`src/rtl/pe_pad_seq.sv`:
```
// Per-PE sequencer for one IPAD/WPAD pair: accepts a layer-pass config, paces pops and row swaps.
// Define PE_PAD_SEQ_PERF_EN to add the saturating perf_stall_cnt output.
module pe_pad_seq #(
  parameter int unsigned ConfDWd  = 4,
  parameter int unsigned PConfDWd = 3,
  parameter int unsigned TwWd     = 6,
  parameter int unsigned RowWd    = 4
) (
  input  logic                clk,
  input  logic                rst_n,
  input  logic                cfg_valid,
  output logic                cfg_ready,
  input  logic [ConfDWd-1:0]  cfg_iflen,
  input  logic [ConfDWd-1:0]  cfg_popu,
  input  logic [PConfDWd-1:0] cfg_pch,
  input  logic [TwWd-1:0]     cfg_tw,
  input  logic [RowWd-1:0]    cfg_rows,
  input  logic                abort,
  input  logic                tm_end,
  input  logic                out_ready,
  output logic [ConfDWd-1:0]  IFLen,
  output logic [ConfDWd-1:0]  PopU,
  output logic [PConfDWd-1:0] Pch,
  output logic                pop,
  output logic                nxtRow,
  output logic                nxtWRow,
  output logic                stall,
  output logic                start,
  output logic                reset,
  output logic                done,
  output logic                busy,
`ifdef PE_PAD_SEQ_PERF_EN
  output logic [15:0]         perf_stall_cnt,
`endif
  output logic                err
);

  typedef enum logic [2:0] {
    S_IDLE  = 3'd0,
    S_CLR   = 3'd1,
    S_START = 3'd2,
    S_RUN   = 3'd3,
    S_ROW   = 3'd4,
    S_DONE  = 3'd5,
    S_ABRT  = 3'd6
  } state_t;

  state_t            state_q, state_d;
  logic [TwWd-1:0]   tw_q;
  logic [RowWd-1:0]  rows_q;
  logic [TwWd-1:0]   pixcnt_q;
  logic [RowWd-1:0]  rowcnt_q;
  logic              pending_q;

  logic hs;
  logic fire;
  logic pix_last;
  logic row_last;
  logic pop_d, nxtrow_d, start_d, reset_d, done_d;

  // State register
  always_ff @(posedge clk or negedge rst_n) begin
    if (!rst_n) state_q <= S_IDLE;
    else        state_q <= state_d;
  end

  // Next state and strobe decode; abort overrides every transition
  always_comb begin
    state_d  = state_q;
    hs       = 1'b0;
    fire     = 1'b0;
    pix_last = (pixcnt_q == (tw_q - TwWd'(1)));
    row_last = (rowcnt_q == (rows_q - RowWd'(1)));
    case (state_q)
      S_IDLE: begin
        if (cfg_valid) begin
          hs      = 1'b1;
          state_d = ((cfg_tw == '0) || (cfg_rows == '0)) ? S_DONE : S_CLR;
        end
      end
      S_CLR:   state_d = S_START;
      S_START: state_d = S_RUN;
      S_RUN: begin
        fire = (tm_end | pending_q) & out_ready;
        if (fire && pix_last) state_d = S_ROW;
      end
      S_ROW:   state_d = row_last ? S_DONE : S_RUN;
      S_DONE:  state_d = S_IDLE;
      S_ABRT:  state_d = S_IDLE;
      default: state_d = S_IDLE;
    endcase
    if (abort && (state_q != S_IDLE)) begin
      state_d = S_ABRT;
      fire    = 1'b0;
    end
    pop_d    = fire;
    nxtrow_d = (state_q == S_ROW) && !row_last && !abort;
    start_d  = (state_q == S_START) && !abort;
    done_d   = (state_q == S_DONE) && !abort;
    reset_d  = ((state_q == S_CLR) && !abort) || (state_q == S_ABRT);
  end

  // Latched config, pixel/row counters, pending tm_end and sticky overrun
  always_ff @(posedge clk or negedge rst_n) begin
    if (!rst_n) begin
      IFLen     <= '0;
      PopU      <= '0;
      Pch       <= '0;
      tw_q      <= '0;
      rows_q    <= '0;
      pixcnt_q  <= '0;
      rowcnt_q  <= '0;
      pending_q <= 1'b0;
      err       <= 1'b0;
    end else begin
      if (hs) begin
        IFLen  <= cfg_iflen;
        PopU   <= cfg_popu;
        Pch    <= cfg_pch;
        tw_q   <= cfg_tw;
        rows_q <= cfg_rows;
      end
      if (state_q == S_CLR) begin
        pixcnt_q  <= '0;
        rowcnt_q  <= '0;
        pending_q <= 1'b0;
      end
      if ((state_q == S_RUN) && !abort) begin
        if (fire) begin
          pending_q <= 1'b0;
          if (!pix_last) pixcnt_q <= pixcnt_q + TwWd'(1);
        end else if (tm_end && !out_ready) begin
          pending_q <= 1'b1;
          if (pending_q) err <= 1'b1;
        end
      end
      if (nxtrow_d) begin
        rowcnt_q <= rowcnt_q + RowWd'(1);
        pixcnt_q <= '0;
      end
    end
  end

  // Registered strobes and status
  always_ff @(posedge clk or negedge rst_n) begin
    if (!rst_n) begin
      cfg_ready <= 1'b1;
      busy      <= 1'b0;
      pop       <= 1'b0;
      nxtRow    <= 1'b0;
      nxtWRow   <= 1'b0;
      start     <= 1'b0;
      reset     <= 1'b0;
      done      <= 1'b0;
    end else begin
      cfg_ready <= (state_d == S_IDLE);
      busy      <= (state_d != S_IDLE);
      pop       <= pop_d;
      nxtRow    <= nxtrow_d;
      nxtWRow   <= nxtrow_d;
      start     <= start_d;
      reset     <= reset_d;
      done      <= done_d;
    end
  end

  assign stall = (state_q == S_RUN) & ~out_ready;

`ifdef PE_PAD_SEQ_PERF_EN
  // Saturating count of stalled RUN cycles, restarted at each pass start
  always_ff @(posedge clk or negedge rst_n) begin
    if (!rst_n)                          perf_stall_cnt <= '0;
    else if (state_q == S_START)         perf_stall_cnt <= '0;
    else if (stall && (perf_stall_cnt != '1)) perf_stall_cnt <= perf_stall_cnt + 16'd1;
  end
`endif

endmodule

```
`config.mk`:
```
export PLATFORM = sky130hd
export DESIGN_NAME = pe_pad_seq
export DESIGN_NICKNAME = d
export VERILOG_FILES = /design/src/rtl/pe_pad_seq.sv
export SDC_FILE = /design/constraint.sdc
export NUM_CORES = 1
export LEC_CHECK = 0
export CAP_MARGIN = 20
export CORE_ASPECT_RATIO = 0.7
export CORE_UTILIZATION = 60
export CTS_CLUSTER_DIAMETER = 30
export DETAILED_ROUTE_END_ITERATION = 7
export DONT_BUFFER_PORTS = 1
export PLACE_DENSITY = 0.85
export SLEW_MARGIN = 40
export SYNTH_ARGS = -nofsm -noshare
export SYNTH_HDL_FRONTEND = slang
export SYNTH_SLANG_ARGS = --single-unit
```
`constraint.sdc`:
```
create_clock -name clk -period 2.8 [get_ports clk]
set_input_delay 0.56 -clock clk [delete_from_list [all_inputs] [get_ports clk]]
set_output_delay 0.56 -clock clk [all_outputs]
set_load 0.01 [all_outputs]
```
==> results of run 1 <==
sequential cells by signal, summed over array words and instances (netlist names), 3 cells and up:
name / flops
pixcnt_q: 6
rows_q: 4
PopU: 4
Pch: 3
tw_q: 6
state_q: 3
IFLen: 4
rowcnt_q: 4
power by group through the flow:
stage          Combinational (mW)  Sequential, mW  Clock (mW)
6_report                    0.829            1.16       0.424
5_1_grt                     0.919            1.20       0.463
4_1_cts                     0.839            1.16       0.437
3_5_place_dp                0.821            1.17           0
3_3_place_gp                0.766            1.15           0
2_1_floorplan               0.719            1.08           0
cell usage after synthesis, types with 2 or more instances:
| master | count |
|---|---|
| and2_1 | 3 |
| nand3b_1 | 3 |
| clkbuf_1 | 10 |
| mux2i_1 | 6 |
| nand2_1 | 11 |
| or4_1 | 2 |
| nand3_1 | 12 |
| o21ai_0 | 10 |
| nand4_1 | 3 |
| xor2_1 | 4 |
| a21oi_1 | 6 |
| nor3_1 | 6 |
| ha_1 | 4 |
| o211a_1 | 2 |
| xnor2_1 | 9 |
| mux2_2 | 18 |
| inv_1 | 7 |
| nand2b_1 | 4 |
| o211ai_1 | 2 |
| dfrtp_1 | 42 |
| nor2_1 | 2 |
| nor3b_1 | 4 |
routing by layer:
layer / routed length (um) / up-vias / track usage, %
li1: - / 688 / -
met1: 1800 / 746 / 30.1
met2: 1980 / 33 / 39.1
met3: 210 / 7 / 6.54
met4: 66 / 0 / 10.6
met5: 0 / - / 0
worst reg2reg max path, delay by kind of cell (launching register included):
| kind | cells | cell delay, ps |
|---|---|---|
| compound gates | 2 | 870 |
| flops | 1 | 430 |
| simple gates | 3 | 1100 |
through the flow:
| stage | area [um^2] | util, % | worst slack [ps] | power [mW] | std cells |
|---|---|---|---|---|---|
| 3_5_place_dp | 2190 | 66.5 | 303 | 1.99 | 231 |
| 6_report | 2310 | 70.1 | 291 | 2.42 | 240 |
| 5_1_grt | 2310 | 70.1 | 223 | 2.58 | 240 |
| 2_1_floorplan | 2160 | - | 489 | 1.80 | 193 |
| 4_1_cts | 2310 | 70.1 | 301 | 2.44 | 240 |
| 3_3_place_gp | 2190 | 66.5 | 413 | 1.92 | 231 |
cell usage in the layout, fill, tap and decap left out, types with 2 or more instances in the layout:
| cell type | n |
|---|---|
| o211a_1 | 2 |
| inv_1 | 7 |
| clkbuf_8 | 7 |
| mux2i_1 | 6 |
| o211ai_1 | 2 |
| nand3b_1 | 3 |
| ha_1 | 4 |
| nor2_1 | 2 |
| xnor2_1 | 9 |
| or4_1 | 2 |
| o21ai_0 | 10 |
| and2_1 | 3 |
| buf_4 | 3 |
| mux2_2 | 18 |
| nand4_1 | 3 |
| nand3_1 | 12 |
| nand2b_1 | 4 |
| a21oi_1 | 6 |
| xor2_1 | 4 |
| nand2_1 | 11 |
| nor3_1 | 6 |
| dfrtp_1 | 42 |
| nor3b_1 | 4 |
cell type report:
| cell class | count | area (um^2) | area share, % |
|---|---|---|---|
| Sequential cell | 43 | 1080 | 46.6 |
| Multi-Input combinational cell | 131 | 1010 | 43.5 |
| Clock buffer | 8 | 100 | 4.33 |
| Tap cell | 47 | 58.8 | 2.54 |
| Timing Repair Buffer | 4 | 42.5 | 1.84 |
| Inverter | 7 | 26.3 | 1.14 |
cell families (layout without fill, tap and decap cells):
logic type	Yosys count	in the layout
DFF	43	43
AOI/OAI and AO/OA	31	31
buffers and inverters	19	19
xor gates and xnor gates	13	13
and+or+nand+nor	59	59
adders and majority gates	4	4
muxes	24	24
worst paths after layout:
kind / start / end / depth (start not counted)
max: tw_q[0] / state_q[1] / 5
min: rst_n / cfg_ready / 0
max reg2reg: tw_q[0] / state_q[1] / 5
min reg2reg: rows_q[3] / rows_q[3] / 1
max in group asynchronous: rst_n / pending_q / 1
min in group clk: abort / start / 1
==> key figures, run 1 <==
Timing
  • RSZ-0062 raised after global routing: no
  • Setup_tns: 0 ps
  • Hold_ws: between 100 and 150 ps
  • Final Hold Viols: 0
  • Slew @ Worst Pin: 589 ps
  • Final Skew: around 6.3 ps
  • Final setup fails: 0
  • Maximum operating frequency: 398 MHz
  • Period utilization: 89.6%
  • Slew Limit Fails: 0
  • Post-layout min period: 2510 ps
  • Relative slew slack: 60.7%

Worst setup path
  • CP bufs+invs: 0
  • WP data required: 2980 ps
  • Slowest CP cell: or4_1
  • CP startpoint kind: register
  • Register-to-register setup slack: roughly 290 ps
  • CP max stage delay: approximately 560 ps
  • Worst Path Arrival: 2690 ps
  • Critical path type: register to register
  • CP top delay family: simple AND/OR/NAND/NOR gates
  • CP Capture Type: register
  • Worst-path maximum fanout: 6
  • Crit-path cells: or4_1 -> or3_4 -> a2111oi_4 -> nand3_2 -> a221o_1

Final layout
  • Nets: 223
  • Fraction of final layout cells sized beyond drive strength 1: between 10% and 20%
  • Syn-to-layout area delta: 7.07%
  • Fill cells: 235
  • ANT cells: 0

Logic synthesis
  • Post-Synth XOR/XNOR Area: 5.28%
  • Post-synthesis compound-gate area fraction: a little over a tenth
  • Syn nets: 224
  • Adder-cell area share of the yosys netlist: 2.32%
  • Unique cell type count in the Yosys netlist: between 40 and 50
  • Seq/Total Area, Yosys: between 40 and 50%
  • Synth area leaders: dfrtp_1, mux2_2, xnor2_1
  • Post-synth design cell area: about 2200 um^2
  • Synthesized instance count: roughly 190
  • Leading area contributor after synthesis: dfrtp_1
  • Simple-gate portion of the synthesized area: 15.9%
  • Ys Warns: 0
  • Number of flops mapped to enable cells by yosys: 0
  • Main combinational cell family by area after synthesis: simple AND/OR/NAND/NOR gates
  • Top FF cell, synth: dfrtp_1
  • Post-Syn Area per Cell: 11.2 um^2
  • Yosys reg bits: 43
  • Fraction of registers with async set/reset: 100%
  • Synth top area share: 48.7%
  • Multiplexer area fraction after synthesis: between 10% and 20%

Pwr
  • Seq pwr share: 48.1%
  • Internal power: 1.51 mW
  • Switching portion of total power: 37.6%
  • Part of the power in combinational logic: around 34%
  • Pleak: 0.991 nW
  • PwrDens: 1050 nW/um^2
  • P_sw: 908 uW
  • Clock power frac: 17.6%
  • Max rail drop VDD: 0.616 mV

Clock network
  • Root Buffer: clkbuf_8
  • CTS sink cnt: 43
  • Clock Path Buffers: 2
  • Clock Latency Late Sink: 290 ps
  • Worst-path clk slew: about 80 ps
  • Post-CTS Resized: 0
  • CTS buffer count: 5
  • CTS HTree Levels: 2
  • Setup bufs post-CTS: 0
  • CTS tree: yes
  • CTS Hold Bufs: 1

Run
  • Number of max-cap violations: 0

Place
  • GP Congestion: 0.870
  • Final HPWL DP: 2970 um
  • PortBufs: 0

Drt
  • DRC violation count after routing: 0
  • Total Wirelength: roughly 4100 um
  • Initial DRT Pass Iterations: 4
  • Routed len/inst: 16.9 um
  • 1st-iter DRT viols: 104
  • Routed Antenna Nets: 0
  • Via count: 1474
  • DR vias/cell: 6.14

Die
  • Top-Level Pins: 48
  • Initial core utilization: approximately 65%
  • Die ar.: 3840 um^2
  • Chip height: 52.2 um
  • FP Rows: 17
  • Core area: 3300 um^2
  • Chip width: 73.7 um

Global route
  • First-pass GRT wire length: approximately 6700 um
  • Largest net degree at the start of global routing: 43
  • Vias in the first global route: between 1500 and 2000
  • Gr ovfl total: 0
  • All-Layer GR Usage: 24.0%
  • Antenna violations before repair: 0

Worst hold path
  • HP Class: primary input to async pin

Status
  • Status: finished clean
Note: power is estimated with default switching activity, not from simulation.
==> run 2: changes to the inputs <==
--- a/config.mk
+++ b/config.mk
@@ -7,11 +7,12 @@
 export LEC_CHECK = 0
 export CAP_MARGIN = 20
 export CORE_ASPECT_RATIO = 0.7
-export CORE_UTILIZATION = 60
+export CORE_UTILIZATION = 62
 export CTS_CLUSTER_DIAMETER = 30
 export DETAILED_ROUTE_END_ITERATION = 7
 export DONT_BUFFER_PORTS = 1
-export PLACE_DENSITY = 0.85
+export PLACE_DENSITY = 0.87
+export SETUP_SLACK_MARGIN = 0.1
 export SLEW_MARGIN = 40
 export SYNTH_ARGS = -nofsm -noshare
 export SYNTH_HDL_FRONTEND = slang
==> run 2 against run 1 <==
Against the previous run:
- clock skew grew 8.0 ps
- wire length grew 6.7%
- global-route usage grew 2.1 points
- via count is the same
- clock-buffer cell count shrank 2
- non-clock buffer count is the same
- total power grew 4.0%
- cell area grew 0.76%
- critical endpoint unchanged
==> key figures, run 2 (synthesized netlist as in run 1, its figures left out) <==
Global route
  • Antenna violations before repair: 0
  • Gr ovfl total: 0
  • Vias in the first global route: around 1500
  • All-Layer GR Usage: between 20% and 30%
  • First-pass GRT wire length: 7180 um
  • Largest net degree at the start of global routing: 43

Timing
  • Maximum operating frequency: roughly 400 MHz
  • PnR worst setup slack: 294 ps
  • Relative slew slack: a little under 60%
  • RSZ-0062 raised after global routing: no
  • Setup_tns: 0 ps
  • Final Hold Viols: 0
  • Period utilization: 89.5%
  • Slew @ Worst Pin: 615 ps
  • Final setup fails: 0
  • Post-layout min period: 2510 ps
  • Slew Limit Fails: 0
  • Final Skew: 14.3 ps

Drt
  • Initial DRT Pass Iterations: 5
  • Routed len/inst: 18.0 um
  • Via count: 1474
  • DRC violation count after routing: 0
  • DR vias/cell: slightly above 6
  • 1st-iter DRT viols: 90
  • Routed Antenna Nets: 0
  • Total Wirelength: 4330 um

Final layout
  • Fraction of final layout cells sized beyond drive strength 1: 19.2%
  • Nets: approximately 220
  • ANT cells: 0
  • Largest registers: pixcnt_q (6), tw_q (6)
  • Fill cells: 224
  • Syn-to-layout area delta: 7.88%
  • Final Cell Area: between 2000 and 2500 um^2
  • Register Area: 1080 um^2
  • Most frequent cells in the layout: dfrtp_1, mux2_2, nand3_1
  • Commonest non-fill, non-tap cell in the layout: dfrtp_1
  • Multi-input logic area: ~1000 um^2

Pwr
  • Clock power frac: 19.9%
  • PwrDens: 1080 nW/um^2
  • Max rail drop VDD: 0.626 mV
  • Internal power: 1.57 mW
  • Pleak: 1.00 nW
  • P_sw: 941 uW
  • Switching portion of total power: 37.5%
  • Part of the power in combinational logic: around a third
  • Seq pwr share: 46.5%

Die
  • Chip width: slightly above 70 um
  • Core area: 3230 um^2
  • Initial core utilization: 66.8%
  • Chip height: approximately 51 um
  • Die ar.: 3720 um^2
  • Top-Level Pins: 48
  • FP Rows: 17

Worst setup path
  • Critical path type: register to register
  • CP startpoint kind: register
  • Worst Path Arrival: 2680 ps
  • CP max stage delay: ~550 ps
  • Worst-path maximum fanout: 7
  • Reg2Reg Depth: 5
  • Crit-path cells: or4_1 -> or3_4 -> a2111oi_4 -> nand3_2 -> a221o_1
  • CP Capture Type: register
  • WP data required: approximately 3000 ps
  • Slowest CP cell: a2111oi_4

Clock network
  • Setup bufs post-CTS: 0
  • Clock Latency Late Sink: 290 ps
  • CTS tree: yes
  • Worst-path clk slew: 90 ps
  • CTS HTree Levels: 2
  • Clock Path Buffers: 2
  • Root Buffer: clkbuf_8
  • CTS buffer count: 5
  • CTS Hold Bufs: 1
  • Post-CTS Resized: 0
  • CTS sink cnt: 43

Place
  • Setup WS pre-CTS: 320 ps
  • GP Congestion: roughly 0.93
  • PortBufs: 0
  • Placed inst area: 2190 um^2
  • Final HPWL DP: 3120 um

Run
  • Number of max-cap violations: 0

Worst hold path
  • HP Class: primary input to async pin

Status
  • Status: finished clean
[run 2: cell types whose count changed in the layout (fill, tap and decap cells not counted)]
cell | before | now
bufinv_16 | 0 | 1
clkbuf_1 | 1 | 0
clkbuf_8 | 7 | 6
clkinv_2 | 0 | 1
[run 2: final cells by class]
class,count,share of cell area (%)
clock buffers,6,3.55
multi-input cells,131,43.2
well taps,47,2.53
flip-flops and latches,43,46.3
clock inverters,2,1.50
repair buffers,4,1.83
inverters,7,1.13
[run 2: path summary, 6_finish.rpt]
path	startpoint	slack (ps)	endpoint
max in group asynchronous	rst_n	2490	state_q[0]
worst max-delay path	tw_q[2]	290	state_q[1]
worst min-delay path	rst_n	110	pixcnt_q[2]
worst max register to register	tw_q[2]	290	state_q[1]
worst min register to register	rows_q[3]	550	rows_q[3]
min in group clk	abort	330	start
[run 2: layer usage]
metal  wire [um]  share of wire, %  global-route usage [%]  up-vias
met4          38              0.88                    7.84        0
met2        2180                50                    41.4       45
met3         273               6.3                    9.27        6
li1            -                 -                       -      683
met1        1840                42                    33.8      740
met5           0                 0                       0        -
[run 2: power groups by stage]
stage	combinational (mW)	clock, mW	sequential, mW
floorplan	0.719	0	1.08
global placement	0.764	0	1.15
detailed placement	0.829	0	1.18
CTS	0.845	0.503	1.17
global route	0.935	0.531	1.21
finish	0.843	0.501	1.17
[run 2: metrics by stage]
step | power [mW] | hold WS [ps] | cells | util, %
finish | 2.51 | 105 | 240 | 72.0
global route | 2.67 | 92.9 | 240 | 72.0
CTS | 2.51 | 106 | 240 | 72.0
detailed placement | 2.01 | 265 | 231 | 67.8
global placement | 1.92 | 266 | 231 | 67.8
floorplan | 1.80 | 264 | 193 | -
[run 2: critical path, delay by kind of cell (launching register included)]
family	cells	cell delay [ps]
simple gates	3	1070
flops	1	440
compound gates	2	890
